--- src/rtl/motor_sched_pkg.sv ---
// Shared encodings for the motor move scheduler: FSM states and travel-direction codes.
// No logic; imported by the scheduler top.
package motor_sched_pkg;

    localparam logic [2:0] S_IDLE  = 3'd0;
    localparam logic [2:0] S_DEAD  = 3'd1;
    localparam logic [2:0] S_MOVE  = 3'd2;
    localparam logic [2:0] S_FIN   = 3'd3;
    localparam logic [2:0] S_FAULT = 3'd4;

    localparam logic [1:0] DIR_NONE = 2'd0;
    localparam logic [1:0] DIR_UP   = 2'd1;
    localparam logic [1:0] DIR_DN   = 2'd2;

    function automatic logic [1:0] dir_code(input logic up);
        return up ? DIR_UP : DIR_DN;
    endfunction

endpackage

--- src/rtl/motor_rr_arbiter.sv ---
// Round-robin pick: first set request at or above ptr, else lowest set request (wrap).
// Latency: combinational. Backpressure: none; the parent decides when a pick is taken.
// Pointer state is held by the parent.
module motor_rr_arbiter #(
    parameter int N_REQ = 4,
    parameter int IDX_W = 2
) (
    input  logic [N_REQ-1:0] req,
    input  logic [IDX_W-1:0] ptr,
    output logic [N_REQ-1:0] pick_oh,
    output logic [IDX_W-1:0] pick_idx,
    output logic             pick_any
);

    logic [N_REQ-1:0] req_hi;

    always_comb begin
        req_hi   = '0;
        pick_oh  = '0;
        pick_idx = '0;
        pick_any = 1'b0;
        for (int i = 0; i < N_REQ; i++) begin
            req_hi[i] = req[i] && (i >= int'(ptr));
        end
        // Upper half first gives the wrap-around search order starting at ptr.
        for (int i = 0; i < N_REQ; i++) begin
            if (!pick_any && req_hi[i]) begin
                pick_any    = 1'b1;
                pick_oh[i]  = 1'b1;
                pick_idx    = IDX_W'(i);
            end
        end
        for (int i = 0; i < N_REQ; i++) begin
            if (!pick_any && req[i]) begin
                pick_any    = 1'b1;
                pick_oh[i]  = 1'b1;
                pick_idx    = IDX_W'(i);
            end
        end
    end

endmodule

--- src/rtl/motor_move_sched.sv ---
// Shares one up/down motor among N_REQ requesters (round-robin, dead time, timeout); MOTOR_SCHED_STATS_EN adds move/fault counters.
// Latency: grant and motor drive one cycle after a request is seen in IDLE; done one cycle after limit/cancel.
// Backpressure: requesters hold req until done; losers simply keep requesting, nothing is queued.
module motor_move_sched
    import motor_sched_pkg::*;
#(
    parameter int N_REQ       = 4,
    parameter int DEAD_CYC    = 16,
    parameter int TIMEOUT_CYC = 1024,
    parameter int CNT_W       = 11
) (
    input  logic             clk,
    input  logic             rst_n,
    input  logic [N_REQ-1:0] req,
    input  logic [N_REQ-1:0] req_dir,
    input  logic             up_limit,
    input  logic             dn_limit,
    input  logic             fault_clr,
    output logic             motor_up_q,
    output logic             motor_dn_q,
    output logic [N_REQ-1:0] gnt,
    output logic             done,
    output logic             done_ok,
    output logic             fault
`ifdef MOTOR_SCHED_STATS_EN
    ,
    output logic [15:0]      stat_moves,
    output logic [15:0]      stat_faults
`endif
);

    localparam int IDX_W = $clog2(N_REQ);

    logic [2:0]       state, state_d;
    logic [CNT_W-1:0] cnt, cnt_d;
    logic             dir, dir_d;
    logic [1:0]       prev_dir, prev_d;
    logic [IDX_W-1:0] rr_ptr, ptr_d;
    logic [N_REQ-1:0] gnt_d;
    logic             ok_d;

    logic [N_REQ-1:0] pick_oh;
    logic [IDX_W-1:0] pick_idx;
    logic             pick_any;
    logic             new_dir, new_lim, tgt_lim, cancel, sensor_bad;

    motor_rr_arbiter #(.N_REQ(N_REQ), .IDX_W(IDX_W)) u_arb (
        .req      (req),
        .ptr      (rr_ptr),
        .pick_oh  (pick_oh),
        .pick_idx (pick_idx),
        .pick_any (pick_any)
    );

    assign new_dir    = req_dir[pick_idx];
    assign new_lim    = new_dir ? up_limit : dn_limit;
    assign tgt_lim    = dir ? up_limit : dn_limit;
    assign cancel     = ~|(gnt & req);
    assign sensor_bad = up_limit & dn_limit;

    always_comb begin
        state_d = state;
        cnt_d   = cnt;
        dir_d   = dir;
        prev_d  = prev_dir;
        ptr_d   = rr_ptr;
        gnt_d   = gnt;
        ok_d    = 1'b0;
        case (state)
            S_IDLE: begin
                gnt_d = '0;
                if (pick_any) begin
                    gnt_d = pick_oh;
                    ptr_d = (pick_idx == IDX_W'(N_REQ - 1)) ? '0 : pick_idx + 1'b1;
                    dir_d = new_dir;
                    cnt_d = CNT_W'(1);
                    if (new_lim) begin
                        state_d = S_FIN;
                        ok_d    = 1'b1;
                    end else if (prev_dir != DIR_NONE && prev_dir != dir_code(new_dir)) begin
                        state_d = S_DEAD;
                    end else begin
                        state_d = S_MOVE;
                    end
                end
            end
            S_DEAD: begin
                if (sensor_bad) begin
                    state_d = S_FAULT;
                end else if (cancel) begin
                    state_d = S_FIN;
                    ok_d    = tgt_lim;
                end else if (cnt == CNT_W'(DEAD_CYC)) begin
                    state_d = S_MOVE;
                    cnt_d   = CNT_W'(1);
                end else begin
                    cnt_d = cnt + 1'b1;
                end
            end
            S_MOVE: begin
                // Reaching the limit outranks both cancel and timeout.
                if (sensor_bad) begin
                    state_d = S_FAULT;
                end else if (tgt_lim) begin
                    state_d = S_FIN;
                    ok_d    = 1'b1;
                end else if (cancel) begin
                    state_d = S_FIN;
                end else if (cnt == CNT_W'(TIMEOUT_CYC)) begin
                    state_d = S_FAULT;
                end else begin
                    cnt_d = cnt + 1'b1;
                end
            end
            S_FIN: begin
                state_d = S_IDLE;
                gnt_d   = '0;
            end
            S_FAULT: begin
                if (fault_clr) begin
                    state_d = S_IDLE;
                    prev_d  = DIR_NONE;
                end
            end
            default: begin
                state_d = S_IDLE;
                gnt_d   = '0;
            end
        endcase
        if (state_d == S_FAULT) gnt_d = '0;
        if (state_d == S_MOVE)  prev_d = dir_code(dir_d);
    end

    always_ff @(posedge clk or negedge rst_n) begin
        if (!rst_n) begin
            state      <= S_IDLE;
            cnt        <= '0;
            dir        <= 1'b0;
            prev_dir   <= DIR_NONE;
            rr_ptr     <= '0;
            gnt        <= '0;
            motor_up_q <= 1'b0;
            motor_dn_q <= 1'b0;
            done       <= 1'b0;
            done_ok    <= 1'b0;
            fault      <= 1'b0;
        end else begin
            state      <= state_d;
            cnt        <= cnt_d;
            dir        <= dir_d;
            prev_dir   <= prev_d;
            rr_ptr     <= ptr_d;
            gnt        <= gnt_d;
            motor_up_q <= (state_d == S_MOVE) & dir_d;
            motor_dn_q <= (state_d == S_MOVE) & ~dir_d;
            done       <= (state_d == S_FIN);
            done_ok    <= ok_d;
            fault      <= (state_d == S_FAULT);
        end
    end

`ifdef MOTOR_SCHED_STATS_EN
    always_ff @(posedge clk or negedge rst_n) begin
        if (!rst_n) begin
            stat_moves  <= '0;
            stat_faults <= '0;
        end else begin
            if (done && done_ok && stat_moves != 16'hFFFF)
                stat_moves <= stat_moves + 1'b1;
            if (state != S_FAULT && state_d == S_FAULT && stat_faults != 16'hFFFF)
                stat_faults <= stat_faults + 1'b1;
        end
    end
`endif

endmodule

--- config.mk ---
export PLATFORM = sky130hd
export DESIGN_NAME = motor_move_sched
export DESIGN_NICKNAME = d
export VERILOG_FILES = /design/src/rtl/motor_sched_pkg.sv /design/src/rtl/motor_rr_arbiter.sv /design/src/rtl/motor_move_sched.sv
export SDC_FILE = /design/constraint.sdc
export NUM_CORES = 1
export LEC_CHECK = 0
export ABC_AREA = 0
export BUFFER_PORTS_ARGS = -buffer_cell sky130_fd_sc_hd__buf_2
export CAP_MARGIN = 10
export CORE_ASPECT_RATIO = 1.1
export CORE_UTILIZATION = 35
export CTS_BUF_LIST = sky130_fd_sc_hd__clkbuf_2
export DETAILED_ROUTE_END_ITERATION = 12
export GPL_ROUTABILITY_DRIVEN = 0
export PLACE_DENSITY = 0.61
export SLEW_MARGIN = 10
export SYNTH_ARGS = -nofsm -noshare
export SYNTH_HDL_FRONTEND = slang
export SYNTH_SLANG_ARGS = --single-unit
--- constraint.sdc ---
create_clock -name clk -period 4.55 [get_ports clk]
set_input_delay 1.1375 -clock clk [delete_from_list [all_inputs] [get_ports clk]]
set_output_delay 1.1375 -clock clk [all_outputs]
set_load 0.01 [all_outputs]
# Yosys cells after proc, flatten, opt, wreduce, memory -nomap -nowiden
# Cells that the tools add are included.
# Widths: inputs -> output; s select.
# word_totals
regBits	28
input_bits	13
latchBits	0
rom_bits	0
n_memories	0
word_cells	133
ramBits	0
out_inout_bits	9
# op_classes
shift	0
mux	65
n_lt_le_gt_ge	4
div	0
add_sub_neg	2
n_bitwise	5
n_eq_ne	18
n_reduce_logical	28
n_mul	0
# op_table
op	n
$mux 11	8
$pmux 11 s3	1
$mux 2	14
$mux 1	27
$mux 3	9
$ne 2x2->1 const B	7
$pmux 3 s4	1
$add 11x1->11 const B	1
$eq 11x11->1 const B	1
$eq 11x5->1 const B	1
$logic_and 1x1->1	11
$eq 3x2->1 const B	3
$mux 4	2
$pmux 4 s2	1
$reduce_and 8->1	1
$logic_not 1->1	7
$eq 3x3->1 const B	2
$reduce_bool 2->1	3
$and 4x4->4	1
$ge 1x2->1 const A	2
$reduce_and 2->1	2
$reduce_or 4->1	1
$and 1x1->1	3
$eq 3x1->1 const B	1
12 further kinds	12

# Depth between registers and ports, before layout
# Gate-level depths: netlist of run 1.
# depth
word_depth	36
mapped_depth	10
mapped_depth_nobuf	10

# Modules after synthesis
# From an unflattened synthesis of run 1, not the netlist that was laid out.
# unflattened
cells_unflattened	199
hier_area_um2	1871.8
# by_module_without_submodules
module	instances	cells_per_inst	area_per_inst_um2
motor_move_sched	1	170	1695.4
motor_rr_arbiter	1	29	176.4

# Worst setup path after synthesis of run 1
# Ideal clock, no wire load.
# synth_path
path_type	input to register
startpoint	in req[3]
endpoint	reg prev_dir[0]
n_path_buf	1
arrival_ns	2.988
path_slack_ns	1.438
setup_time_ns	0.123
path_stages	9
cell_sequence	buf_4 nand3b_1 o221ai_1 a21oi_2 mux2i_1 mux2i_2 mux2_4 a211o_4 mux2i_1
# synth_via
elab_chain_len	26
word_cells_on_any_way	44
classes_between	eq/ne (2); mux (27); bitwise (1); reduce/logical (14)
# synth_rtl
item	line_no	source
start: declaration	motor_move_sched.sv:14	input logic [N_REQ-1:0] req,
$logic_and 1x1->1	motor_rr_arbiter.sv:27	if (!pick_any && req_hi[i]) begin
$mux 1	motor_rr_arbiter.sv:27	
$logic_not 1->1	motor_rr_arbiter.sv:34	if (!pick_any && req[i]) begin
$logic_and 1x1->1	motor_rr_arbiter.sv:34	
$mux 1	motor_rr_arbiter.sv:34	
$logic_not 1->1	motor_rr_arbiter.sv:34	
$logic_and 1x1->1	motor_rr_arbiter.sv:34	
$mux 1	motor_rr_arbiter.sv:34	
[10 not listed]	--	
$logic_and 1x1->1	motor_move_sched.sv:80	end else if (prev_dir != DIR_NONE && prev_dir != dir_code(new_dir)) begin
$mux 2	motor_move_sched.sv:80	
$mux 2	motor_move_sched.sv:77	if (new_lim) begin
$mux 3	motor_move_sched.sv:72	if (pick_any) begin
$pmux 3 s4	motor_move_sched.sv:69	case (state)
$eq 3x2->1	motor_move_sched.sv:131	if (state_d == S_MOVE) prev_d = dir_code(dir_d);
$reduce_bool 2->1 (no line)	--	
$reduce_and 2->1 (no line)	--	
end signal: assignment	motor_move_sched.sv:151	prev_dir <= prev_d;
end: declaration	motor_move_sched.sv:37	logic [1:0] prev_dir, prev_d;
# Several ways; a longest one is shown, not always the timed one. The select of a mux whose other input is x is not followed.
# A chain may end at the register's enable or synchronous reset.

# Worst setup path after layout of run 1
# Same ends and word-level chain as after synthesis.

==> key figures, run 1 <==
Outcome
  – Outcome: finished clean

STA
  – TNS Setup: 0 ps
  – Relative slew slack: 0.561
  – Final setup vio count: 0
  – Period utilisation layout: 0.651
  – Worst Tran Pin Value: 657 ps
  – Slew Limit Fails: 0
  – Fmax: about 340 MHz
  – Hold Violations, Final: 0
  – Unrepaired setup endpoints after global routing: false
  – Fin crit period: between 2000 and 3000 ps
  – Clock skew: between 15 and 20 ps

Detailed routing
  – Vias per cell: 5.61
  – 1st-pass router iterations: 4
  – 1st-iter DRT viols: 42
  – Total number of vias: 1503
  – Antenna-violating nets left: 0
  – Post-Route WL: between 3000 and 4000 um
  – Post-route DRC: 0
  – DR WL/cell: roughly 14 um

Setup path
  – Crit-path max cell delay: 380 ps
  – Critical path launch point type: primary input
  – R2R setup slack: 1990 ps
  – Critical path origin: req[3]
  – Crit path required time: about 4800 ps
  – Slowest CP cell: mux2i_2
  – Setup crit end: prev_dir[0]$_DFFE_PN0P_
  – Crit path cell chain: buf_2 -> nand3b_1 -> o221ai_1 -> a21oi_2 -> mux2i_1 -> mux2i_2 -> mux2_4 -> a211o_4 -> mux2i_1
  – Crit path capture type: flip-flop
  – Most frequent CP cell: mux2i_1
  – Number of buffers and inverters on the critical path: 1
  – Worst path arrival time: approximately 3300 ps
  – Crit-path leading delay family: multiplexers
  – Crit path max fanout: 9
  – Critical R2R Launch: rr_ptr[1]$_DFFE_PN0P_
  – CP Class: primary input to flip-flop
  – Reg2Reg Depth: 8
  – Crit. path cell count: 9
  – FF-to-FF End: prev_dir[0]$_DFFE_PN0P_

Synthesis
  – Synth warn: 0
  – Commonest cells in the netlist: dfrtp_1, nor2_1, nand2_1
  – Post-Syn Area: 1770 sq um
  – EDFF count, synth: 0
  – Synth area leaders: dfrtp_1, mux2i_1, nor2_1, a21oi_1, nand2_1
  – Yosys top cell area share: 0.395
  – Synth cell types: 56
  – Syn Nets: roughly 210
  – Seq cells post-synth: 28
  – Most frequent cell after synthesis: dfrtp_1
  – Cell taking the most area after synthesis: dfrtp_1
  – Gate Count Post-Synth: about 200
  – Main flop type after synthesis: dfrtp_1
  – Post-synthesis sequential area ratio: 0.395
  – Synth Area per Inst: roughly 9 sq um
  – Post-synth ARST share: 1.00

GRT
  – Pin count of the biggest net entering global routing: 29
  – GRT overflow: 0
  – Total GRT Usage: 0.150
  – Number of global-route vias before repair: approximately 1.4k
  – Antenna violations before repair: 0
  – Global-route wire length before repair: about 6600 um

Clock tree
  – Resize count post-CTS: 0
  – H-tree levels: 1
  – Max Root-Sink Buffers: 2
  – Sink Count: 28
  – Post-CTS Repair Setup Buffers: 0
  – Clk pin slew, worst setup/hold paths: 260 ps
  – # hold bufs at CTS: 0
  – CTS tree: built
  – Root buffer cell: clkbuf_2
  – TritonCTS Buffers: 3
  – Worst-Skew Late Latency: about 360 ps

Place
  – Port buffer count: 21
  – DP HPWL: about 2700 um

Finish
  – Area Overhead vs Synth: 8.05%
  – Area of the multi-input gates: approximately 990 sq um
  – Final core area utilization: 0.403
  – Fillers: around 490
  – N_diodes: 0
  – Seq. cell area: 701 sq um
  – Layout cells sized above 1: 0.156
  – Layout Nets: 229

Die
  – Die X-Extent: 69.9 um
  – Row count: 26
  – Die area: between 5000 and 6000 sq um
  – I/O pins: 22
  – Core area: roughly 4700 sq um
  – Die height: 76.6 um
  – Initial Util: 0.373

Power
  – Max IR drop VDD: between 0.00015 and 0.0002 V
  – Pwr/cell area: just under 600 nW/um^2
  – Static Leak: approximately 0.9 nW

Flow run
  – Maxcap violations: 0

Min path
  – Hold Crit Class: flip-flop to flip-flop
## registers in the layout, summed over array words and instances (netlist names)
signal	cells
prev_dir	2
motor_up_q	1
fault	1
cnt	11
dir	1
gnt	4
done_ok	1
motor_dn_q	1
rr_ptr	2
state	3
done	1
## where the power goes
group,leakage (nW),switching (mW),internal [mW]
clock,0.0125,0.0700,0.0179
combinational,0.496,0.358,0.257
sequential,0.368,0.0945,0.327
## per-layer routing
metal	GRT usage	part of all wire	vias up
met2	0.237	0.47	29
met3	0.0159	0.030	5
met5	0	0	-
met4	0.0540	0.011	0
met1	0.212	0.48	724
li1	-	-	745
## placed cells by master, fill, tap and decap left out, types with 2 or more instances in the layout
cell type	n
inv_1	8
o21a_1	3
and3_1	3
dfrtp_1	28
nand4_1	3
o32ai_1	3
nand4b_1	2
a22oi_1	3
or3_1	4
nand2_1	17
xnor2_1	3
mux2i_1	10
nor2_1	19
nand2b_1	6
o21ai_0	9
nor4_1	2
nor2b_1	3
xor2_1	4
nor3_1	5
ha_1	2
o31ai_1	2
a32oi_1	2
buf_2	21
clkbuf_2	3
nand3_1	6
a21oi_1	14
## area by class of cell
class	instances	share of cell area
Timing Repair Buffer	21	0.0549
Multi-Input combinational cell	151	0.517
Sequential cell	28	0.366
Clock buffer	3	0.00784
Tap cell	56	0.0366
Inverter	9	0.0176
## per-stage QoR
stage	area, sq um	total power [mW]	worst slack (ps)	instances	hold slack (ps)
2_1_floorplan	1770	0.907	1440	197	523
3_3_place_gp	1900	1.04	1160	265	536
3_5_place_dp	1900	1.04	1180	265	541
4_1_cts	1920	1.13	1600	268	594
5_1_grt	1920	1.23	1430	268	616
6_report	1920	1.12	1590	268	589
## worst min path at each step
stage	depth (start not counted)	slack, ps	endpoint	startpoint
detailed placement	2	540	gnt[0]$_DFFE_PN0P_	gnt[0]$_DFFE_PN0P_
global placement	2	540	gnt[0]$_DFFE_PN0P_	gnt[0]$_DFFE_PN0P_
finish	2	590	gnt[2]$_DFFE_PN0P_	gnt[2]$_DFFE_PN0P_
floorplan	2	520	cnt[10]$_DFFE_PN0P_	cnt[10]$_DFFE_PN0P_
global route	2	620	cnt[10]$_DFFE_PN0P_	cnt[10]$_DFFE_PN0P_
CTS	2	590	gnt[0]$_DFFE_PN0P_	gnt[0]$_DFFE_PN0P_
## worst register-to-register path, stage by stage, from the launching register on
cell     delay (ps)
dfrtp_1         560
or2_1           180
o21ai_2          80
a21oi_2         320
mux2i_1         150
mux2i_2         380
mux2_4          350
a211o_4         360
mux2i_1         120
## cells by family after synthesis
family	share of synthesized area
AOI/OAI and AO/OA	0.216
DFF	0.395
muxes	0.0790
buffers and inverters	0.0459
xor gates and xnor gates	0.0346
and+or+nand+nor	0.215
adders and majority gates	0.0141
(Power assumes the default switching activity.)
==> run 2, diff against run 1 <==
Clock period 4.55 ns to 3 ns, I/O delays scaled along.
==> run 2 against run 1 <==
Sequential share of layout area decreased by 0.91 points. Via count increased by 1.4%. Worst hold slack got worse by 250 ps. Register-to-register slack got worse by 1400 ps. Highest routed layer unchanged. Flip-flop and latch count unchanged.
==> key figures, run 2 (synthesis results as in run 1) <==
Clock tree
  – Root buffer cell: clkbuf_2 (unchanged)
  – Sink Count: 28 (unchanged)
  – Resize count post-CTS: 0 (unchanged)
  – # hold bufs at CTS: 0 (unchanged)
  – TritonCTS Buffers: 3 (unchanged)
  – Max Root-Sink Buffers: 2 (unchanged)
  – Post-CTS Repair Setup Buffers: 0 (unchanged)
  – CTS tree: built (unchanged)
  – Worst-Skew Late Latency: 380 ps (was 360 ps)
  – Clk pin slew, worst setup/hold paths: 270 ps (was 260 ps)
  – H-tree levels: 1 (unchanged)

STA
  – Final setup vio count: 0 (unchanged)
  – Worst setup margin: 542 ps (was 1590 ps)
  – Fmax: between 400 and 500 MHz
  – Worst Tran Pin Value: 653 ps (was 657 ps)
  – Clock skew: 6.71 ps (was 18.4 ps)
  – Unrepaired setup endpoints after global routing: false (unchanged)
  – Hold Violations, Final: 0 (unchanged)
  – Period utilisation layout: 0.819
  – Fin crit period: roughly 2500 ps
  – TNS Setup: 0 ps (unchanged)
  – Slew Limit Fails: 0 (unchanged)
  – Relative slew slack: 0.564 (was 0.561)

Setup path
  – Setup crit end: prev_dir[1]$_DFFE_PN0P_ (was prev_dir[0]$_DFFE_PN0P_)
  – Slowest CP cell: dfrtp_1 (was mux2i_2)
  – FF-to-FF End: prev_dir[1]$_DFFE_PN0P_ (was prev_dir[0]$_DFFE_PN0P_)
  – Crit path cell chain: mux2i_1 -> a32o_1 -> a21oi_4 -> mux2i_1 -> mux2_1 -> a311oi_2 -> a211o_4 -> mux2i_1 (was buf_2 -> nand3b_1 -> o221ai_1 -> a21oi_2 -> mux2i_1 -> mux2i_2 -> mux2_4 -> a211o_4 -> mux2i_1)
  – Critical path launch point type: flip-flop (was primary input)
  – Crit-path max cell delay: 540 ps (was 380 ps)
  – Worst path arrival time: 2800 ps (was 3250 ps)
  – Reg2Reg Depth: 8 (unchanged)
  – Crit path max fanout: 9 (unchanged)
  – Critical R2R Launch: rr_ptr[1]$_DFFE_PN0P_ (unchanged)
  – Crit path required time: 3340 ps (was 4840 ps)
  – R2R setup slack: 540 ps (was 1990 ps)
  – Most frequent CP cell: mux2i_1 (unchanged)
  – CP Class: flip-flop to flip-flop (was primary input to flip-flop)
  – Crit path capture type: flip-flop (unchanged)
  – Critical path origin: rr_ptr[1]$_DFFE_PN0P_ (was req[3])

Finish
  – N_diodes: 0 (unchanged)
  – Max reg flops: 11 (unchanged)
  – Commonest non-fill, non-tap cells in the layout: dfrtp_1, buf_2, nor2_1 (unchanged)
  – Biggest register: cnt (unchanged)
  – Layout Nets: 235 (was 229)
  – Largest regs: cnt (11), gnt (4), state (3) (unchanged)
  – Commonest non-fill, non-tap cell in the layout: dfrtp_1 (unchanged)
  – Area Overhead vs Synth: 10.8% (was 8.05%)
  – Non-filler cells in the finished layout: 275 (was 268)
  – Final core area utilization: 0.414 (was 0.403)
  – Layout cells sized above 1: 0.178 (was 0.156)

Place
  – Inst Count DP: 271 (was 265)
  – DP HPWL: 2810 um (was 2710 um)
  – Port buffer count: 21 (unchanged)
  – DP Worst Slack: 182 ps (was 1180 ps)

Power
  – Combinational power share: 0.556 (was 0.547)
  – Switching share of power: 0.459 (was 0.465)
  – Max IR drop VDD: 0.000262 V (was 0.000156 V)
  – P_sw: 0.814 mW (was 0.522 mW)
  – Pint: 0.959 mW (was 0.601 mW)
  – Clk pwr share: 0.083 (was 0.078)
  – Pwr/cell area: 903 nW/um^2 (was 586 nW/um^2)
  – Design Power: 1.77 mW (was 1.12 mW)
  – Static Leak: 0.907 nW (was 0.876 nW)
  – Reg power frac: 0.361 (was 0.375)

Flow run
  – Maxcap violations: 0 (unchanged)

Die
  – Die area: 5350 sq um (unchanged)
  – Row count: 26 (unchanged)
  – Initial Util: 0.373 (unchanged)
  – I/O pins: 22 (unchanged)
  – Die height: 76.6 um (unchanged)
  – Die X-Extent: 69.9 um (unchanged)
  – Core area: 4750 sq um (unchanged)

GRT
  – Total GRT Usage: 0.157 (was 0.150)
  – Pin count of the biggest net entering global routing: 29 (unchanged)
  – Antenna violations before repair: 0 (unchanged)
  – Global-route wire length before repair: 6840 um (was 6580 um)
  – GRT overflow: 0 (unchanged)
  – Number of global-route vias before repair: 1474 (was 1409)

Detailed routing
  – 1st-iter DRT viols: 35 (was 42)
  – Total number of vias: 1524 (was 1503)
  – Post-route DRC: 0 (unchanged)
  – 1st-pass router iterations: 6 (was 4)
  – Antenna-violating nets left: 0 (unchanged)
  – DR WL/cell: 13.7 um (was 13.8 um)
  – Vias per cell: 5.54 (was 5.61)
  – Post-Route WL: 3770 um (was 3700 um)

Min path
  – Hold Crit Class: primary input to asynchronous set/reset pin (was flip-flop to flip-flop)

Outcome
  – Outcome: finished clean (unchanged)
[run 2: cell types whose count changed in the layout (fill, tap and decap cells not counted)]
cell,before,now
buf_4,0,6
clkinv_1,0,1
[run 2: routing by layer]
layer	vias to the layer above	global-route usage	wire (um)	part of all wire
met5	-	0	0	0
met3	7	0.0225	103	0.027
met2	22	0.258	1740	0.46
met4	0	0.0480	54	0.014
met1	741	0.214	1870	0.50
li1	754	-	-	-
[run 2: worst min-delay path by stage]
stage | slack [ps] | start | cells past startpoint | to
2_1_floorplan | 450 | rst_n | 0 | cnt[0]$_DFFE_PN0P_
3_5_place_dp | 540 | gnt[1]$_DFFE_PN0P_ | 2 | gnt[1]$_DFFE_PN0P_
3_3_place_gp | 540 | gnt[0]$_DFFE_PN0P_ | 2 | gnt[0]$_DFFE_PN0P_
5_1_grt | 340 | rst_n | 1 | gnt[1]$_DFFE_PN0P_
6_report | 340 | rst_n | 1 | gnt[1]$_DFFE_PN0P_
4_1_cts | 370 | rst_n | 1 | rr_ptr[0]$_DFFE_PN0P_
[run 2: worst max-delay path: cells and delay by family, from the launching register on]
family             cells  cell delay [ps]
muxes                  4              910
AOI/OAI and AO/OA      4              950
DFF                    1              540
[run 2: cell type report]
type	instances	area, sq um
well taps	56	70.1
repair buffers	27	150
inverters	9	33.8
fillers	492	2790
clock inverters	1	3.75
multi-input cells	151	991
flip-flops and latches	28	701
clock buffers	3	15.0
[run 2: power groups by stage]
stage,clock network (mW),logic [mW],registers [mW]
final,0.147,0.986,0.640
after global routing,0.171,1.12,0.666
after CTS,0.150,0.996,0.638
after detailed placement,0,0.989,0.646
after global placement,0,0.983,0.645
after floorplan,0,0.789,0.587
[run 2: per-stage QoR]
stage                     hold slack, ps  cell area [sq um]
after floorplan                      454               1770
after global placement               536               1950
after detailed placement             544               1950
after CTS                            368               1960
after global routing                 342               1960
final                                339               1960
==> run 3, diff against run 2 <==
Settings changed: PLACE_DENSITY 0.61 to 0.63.
Clock period 3 ns to 2 ns, I/O delays scaled along.
==> run 3 against run 2 <==
Die area is the same. Clock skew grew 9.4 ps. Critical endpoint is now prev_dir[0]$_DFFE_PN0P_. The run now ends with setup timing left. Largest power group unchanged. Sequential share of layout area shrank 7.8 points. Flip-flop and latch count is the same. Setup slack lost 880 ps. Sequential power grew 47%. Largest cell class unchanged.
==> key figures, run 3 (synthesis results as in run 1) <==
Setup path
  – Crit path capture type: flip-flop (unchanged)
  – CP Class: flip-flop to flip-flop (unchanged)
  – Crit-path leading delay family: compound AO/OA/AOI/OAI gates (unchanged)
  – Number of buffers and inverters on the critical path: 1 (was 0)
  – Critical path launch point type: flip-flop (unchanged)
  – Crit path cell chain: mux2i_1 -> a32o_2 -> a21oi_4 -> buf_6 -> mux2i_4 -> mux2i_2 -> a311oi_4 -> a211o_4 -> mux2i_1 (was mux2i_1 -> a32o_1 -> a21oi_4 -> mux2i_1 -> mux2_1 -> a311oi_2 -> a211o_4 -> mux2i_1)
  – Crit path max fanout: 6 (was 9)
  – Slowest CP cell: dfrtp_2 (was dfrtp_1)
  – Crit path required time: 2310 ps (was 3340 ps)
  – Crit-path max cell delay: 510 ps (was 540 ps)
  – Worst path arrival time: 2650 ps (was 2800 ps)
  – Most frequent CP cell: mux2i_1 (unchanged)

Finish
  – Layout Nets: 282 (was 235)
  – Non-filler cells in the finished layout: 322 (was 275)
  – Commonest non-fill, non-tap cells in the layout: buf_4, dfrtp_1, buf_2 (was dfrtp_1, buf_2, nor2_1)
  – Fillers: 442 (was 492)
  – Area of the multi-input gates: 1180 sq um (was 991 sq um)
  – Layout cells sized above 1: 0.436 (was 0.178)
  – N_diodes: 0 (unchanged)
  – Seq. cell area: 704 sq um (was 701 sq um)
  – Biggest register: cnt (unchanged)
  – Commonest non-fill, non-tap cell in the layout: buf_4 (was dfrtp_1)
  – Area Overhead vs Synth: 42.5% (was 10.8%)
  – Max reg flops: 11 (unchanged)
  – Largest regs: cnt (11), gnt (4), state (3) (unchanged)

Clock tree
  – Sink Count: 28 (unchanged)
  – Max Root-Sink Buffers: 2 (unchanged)
  – CTS tree: built (unchanged)
  – Worst-Skew Late Latency: 390 ps (was 380 ps)
  – H-tree levels: 1 (unchanged)
  – Root buffer cell: clkbuf_2 (unchanged)
  – # hold bufs at CTS: 0 (unchanged)
  – Clk pin slew, worst setup/hold paths: 270 ps (about the same)
  – TritonCTS Buffers: 3 (unchanged)

Place
  – Port buffer count: 21 (unchanged)
  – DP Worst Slack: -480 ps (was 182 ps)
  – Inst Count DP: 309 (was 271)
  – DP HPWL: 3220 um (was 2810 um)

Detailed routing
  – DR WL/cell: 14.3 um (was 13.7 um)
  – Antenna-violating nets left: 0 (unchanged)
  – Total number of vias: 1741 (was 1524)
  – 1st-pass router iterations: 4 (was 6)
  – Post-Route WL: 4620 um (was 3770 um)
  – Post-route DRC: 0 (unchanged)
  – 1st-iter DRT viols: 61 (was 35)
  – Vias per cell: 5.41 (was 5.54)

GRT
  – Global-route wire length before repair: 7650 um (was 6840 um)
  – Antenna violations before repair: 0 (unchanged)
  – Total GRT Usage: 0.175 (was 0.157)
  – GRT overflow: 0 (unchanged)
  – Number of global-route vias before repair: 1744 (was 1474)
  – Pin count of the biggest net entering global routing: 29 (unchanged)

Flow run
  – Maxcap violations: 0 (unchanged)

Power
  – Pwr/cell area: 1370 nW/um^2 (was 903 nW/um^2)
  – Static Leak: 1.17 nW (was 0.907 nW)
  – Max IR drop VDD: 0.000734 V (was 0.000262 V)

Outcome
  – Failing checks: setup timing
  – Outcome: finished, violations left (was finished clean)

Die
  – Die area: 5350 sq um (unchanged)
  – Die height: 76.6 um (unchanged)
  – I/O pins: 22 (unchanged)
  – Row count: 26 (unchanged)
  – Initial Util: 0.373 (unchanged)
  – Die X-Extent: 69.9 um (unchanged)
  – Core area: 4750 sq um (unchanged)

STA
  – Worst setup margin: -343 ps (was 542 ps)
  – Unrepaired setup endpoints after global routing: true (was false)
  – Hold Violations, Final: 0 (unchanged)
  – Fin crit period: 2340 ps (was 2460 ps)
  – Period utilisation layout: 1.17 (was 0.819)
  – Worst Tran Pin Value: 648 ps (was 653 ps)
  – Relative slew slack: 0.568 (was 0.564)
  – Slew Limit Fails: 0 (unchanged)
  – Fmax: 427 MHz (was 407 MHz)
  – Final setup vio count: 11 (was 0)
  – Clock skew: 16.1 ps (was 6.71 ps)

Min path
  – Hold Crit Class: primary input to asynchronous set/reset pin (unchanged)
-- run 3: cell count changes in the layout (fill, tap and decap cells not counted), sizes merged --
cell  before  now
buf       27   74
-- run 3: what timing repair did --
item / CTS / global route
gates cloned: 0 / 0
pin swaps: 3 / 14
gates resized for setup: 9 / 30
buffers inserted: 5 / 4
endpoints found under the hold margin: 0 / 0
endpoints found under the setup margin: 23 / 25
-- run 3: area by class of cell --
type / count / area share
Tap cell: 56 / 0.0277
Inverter: 9 / 0.0134
Clock inverter: 1 / 0.00149
Sequential cell: 28 / 0.279
Timing Repair Buffer: 74 / 0.207
Multi-Input combinational cell: 151 / 0.466
Clock buffer: 3 / 0.00594
-- run 3: worst paths after layout --
kind / start / endpoint / slack (ps) / cells after the start
worst min register to register: gnt[0]$_DFFE_PN0P_ / gnt[0]$_DFFE_PN0P_ / 610 / 2
max in group asynchronous: rst_n / state[0]$_DFF_PN0_ / 1460 / 1
min in group clk: req[0] / gnt[0]$_DFFE_PN0P_ / 430 / 3
worst max-delay path: rr_ptr[1]$_DFFE_PN0P_ / prev_dir[0]$_DFFE_PN0P_ / -340 / 9
worst min-delay path: rst_n / cnt[2]$_DFFE_PN0P_ / 70 / 1
worst max register to register: rr_ptr[1]$_DFFE_PN0P_ / prev_dir[0]$_DFFE_PN0P_ / -340 / 9
-- run 3: through the flow --
| stage | setup TNS (ps) | power, mW | util | area, sq um | hold WS, ps |
|---|---|---|---|---|---|
| 4_1_cts | -2130 | 3.17 | 0.496 | 2350 | 107 |
| 2_1_floorplan | -1950 | 2.12 | - | 1830 | 204 |
| 3_5_place_dp | -6410 | 2.85 | 0.477 | 2270 | 541 |
| 5_1_grt | -3480 | 3.74 | 0.532 | 2530 | 109 |
| 3_3_place_gp | -5120 | 2.82 | 0.477 | 2270 | 536 |
| 6_report | -2170 | 3.47 | 0.532 | 2530 | 74.7 |
-- run 3: metal layers --
metal | up-vias | share of wire | track usage | wire (um)
met5 | - | 0 | 0 | 0
met4 | 0 | 0.017 | 0.0580 | 78
met3 | 10 | 0.039 | 0.0198 | 180
met2 | 40 | 0.51 | 0.309 | 2360
met1 | 836 | 0.43 | 0.221 | 2000
li1 | 855 | - | - | -
-- run 3: worst register-to-register path, stage by stage, from the launching register on --
cell	delay, ps
dfrtp_2	510
mux2i_1	130
a32o_2	240
a21oi_4	150
buf_6	130
mux2i_4	240
mux2i_2	290
a311oi_4	130
a211o_4	320
mux2i_1	120
-- run 3: power by group --
part	leakage [nW]	switching, mW	total (mW)	internal (mW)
combinational	0.789	1.13	2.31	1.18
sequential	0.364	0.188	0.938	0.750
clock	0.0140	0.177	0.220	0.0434
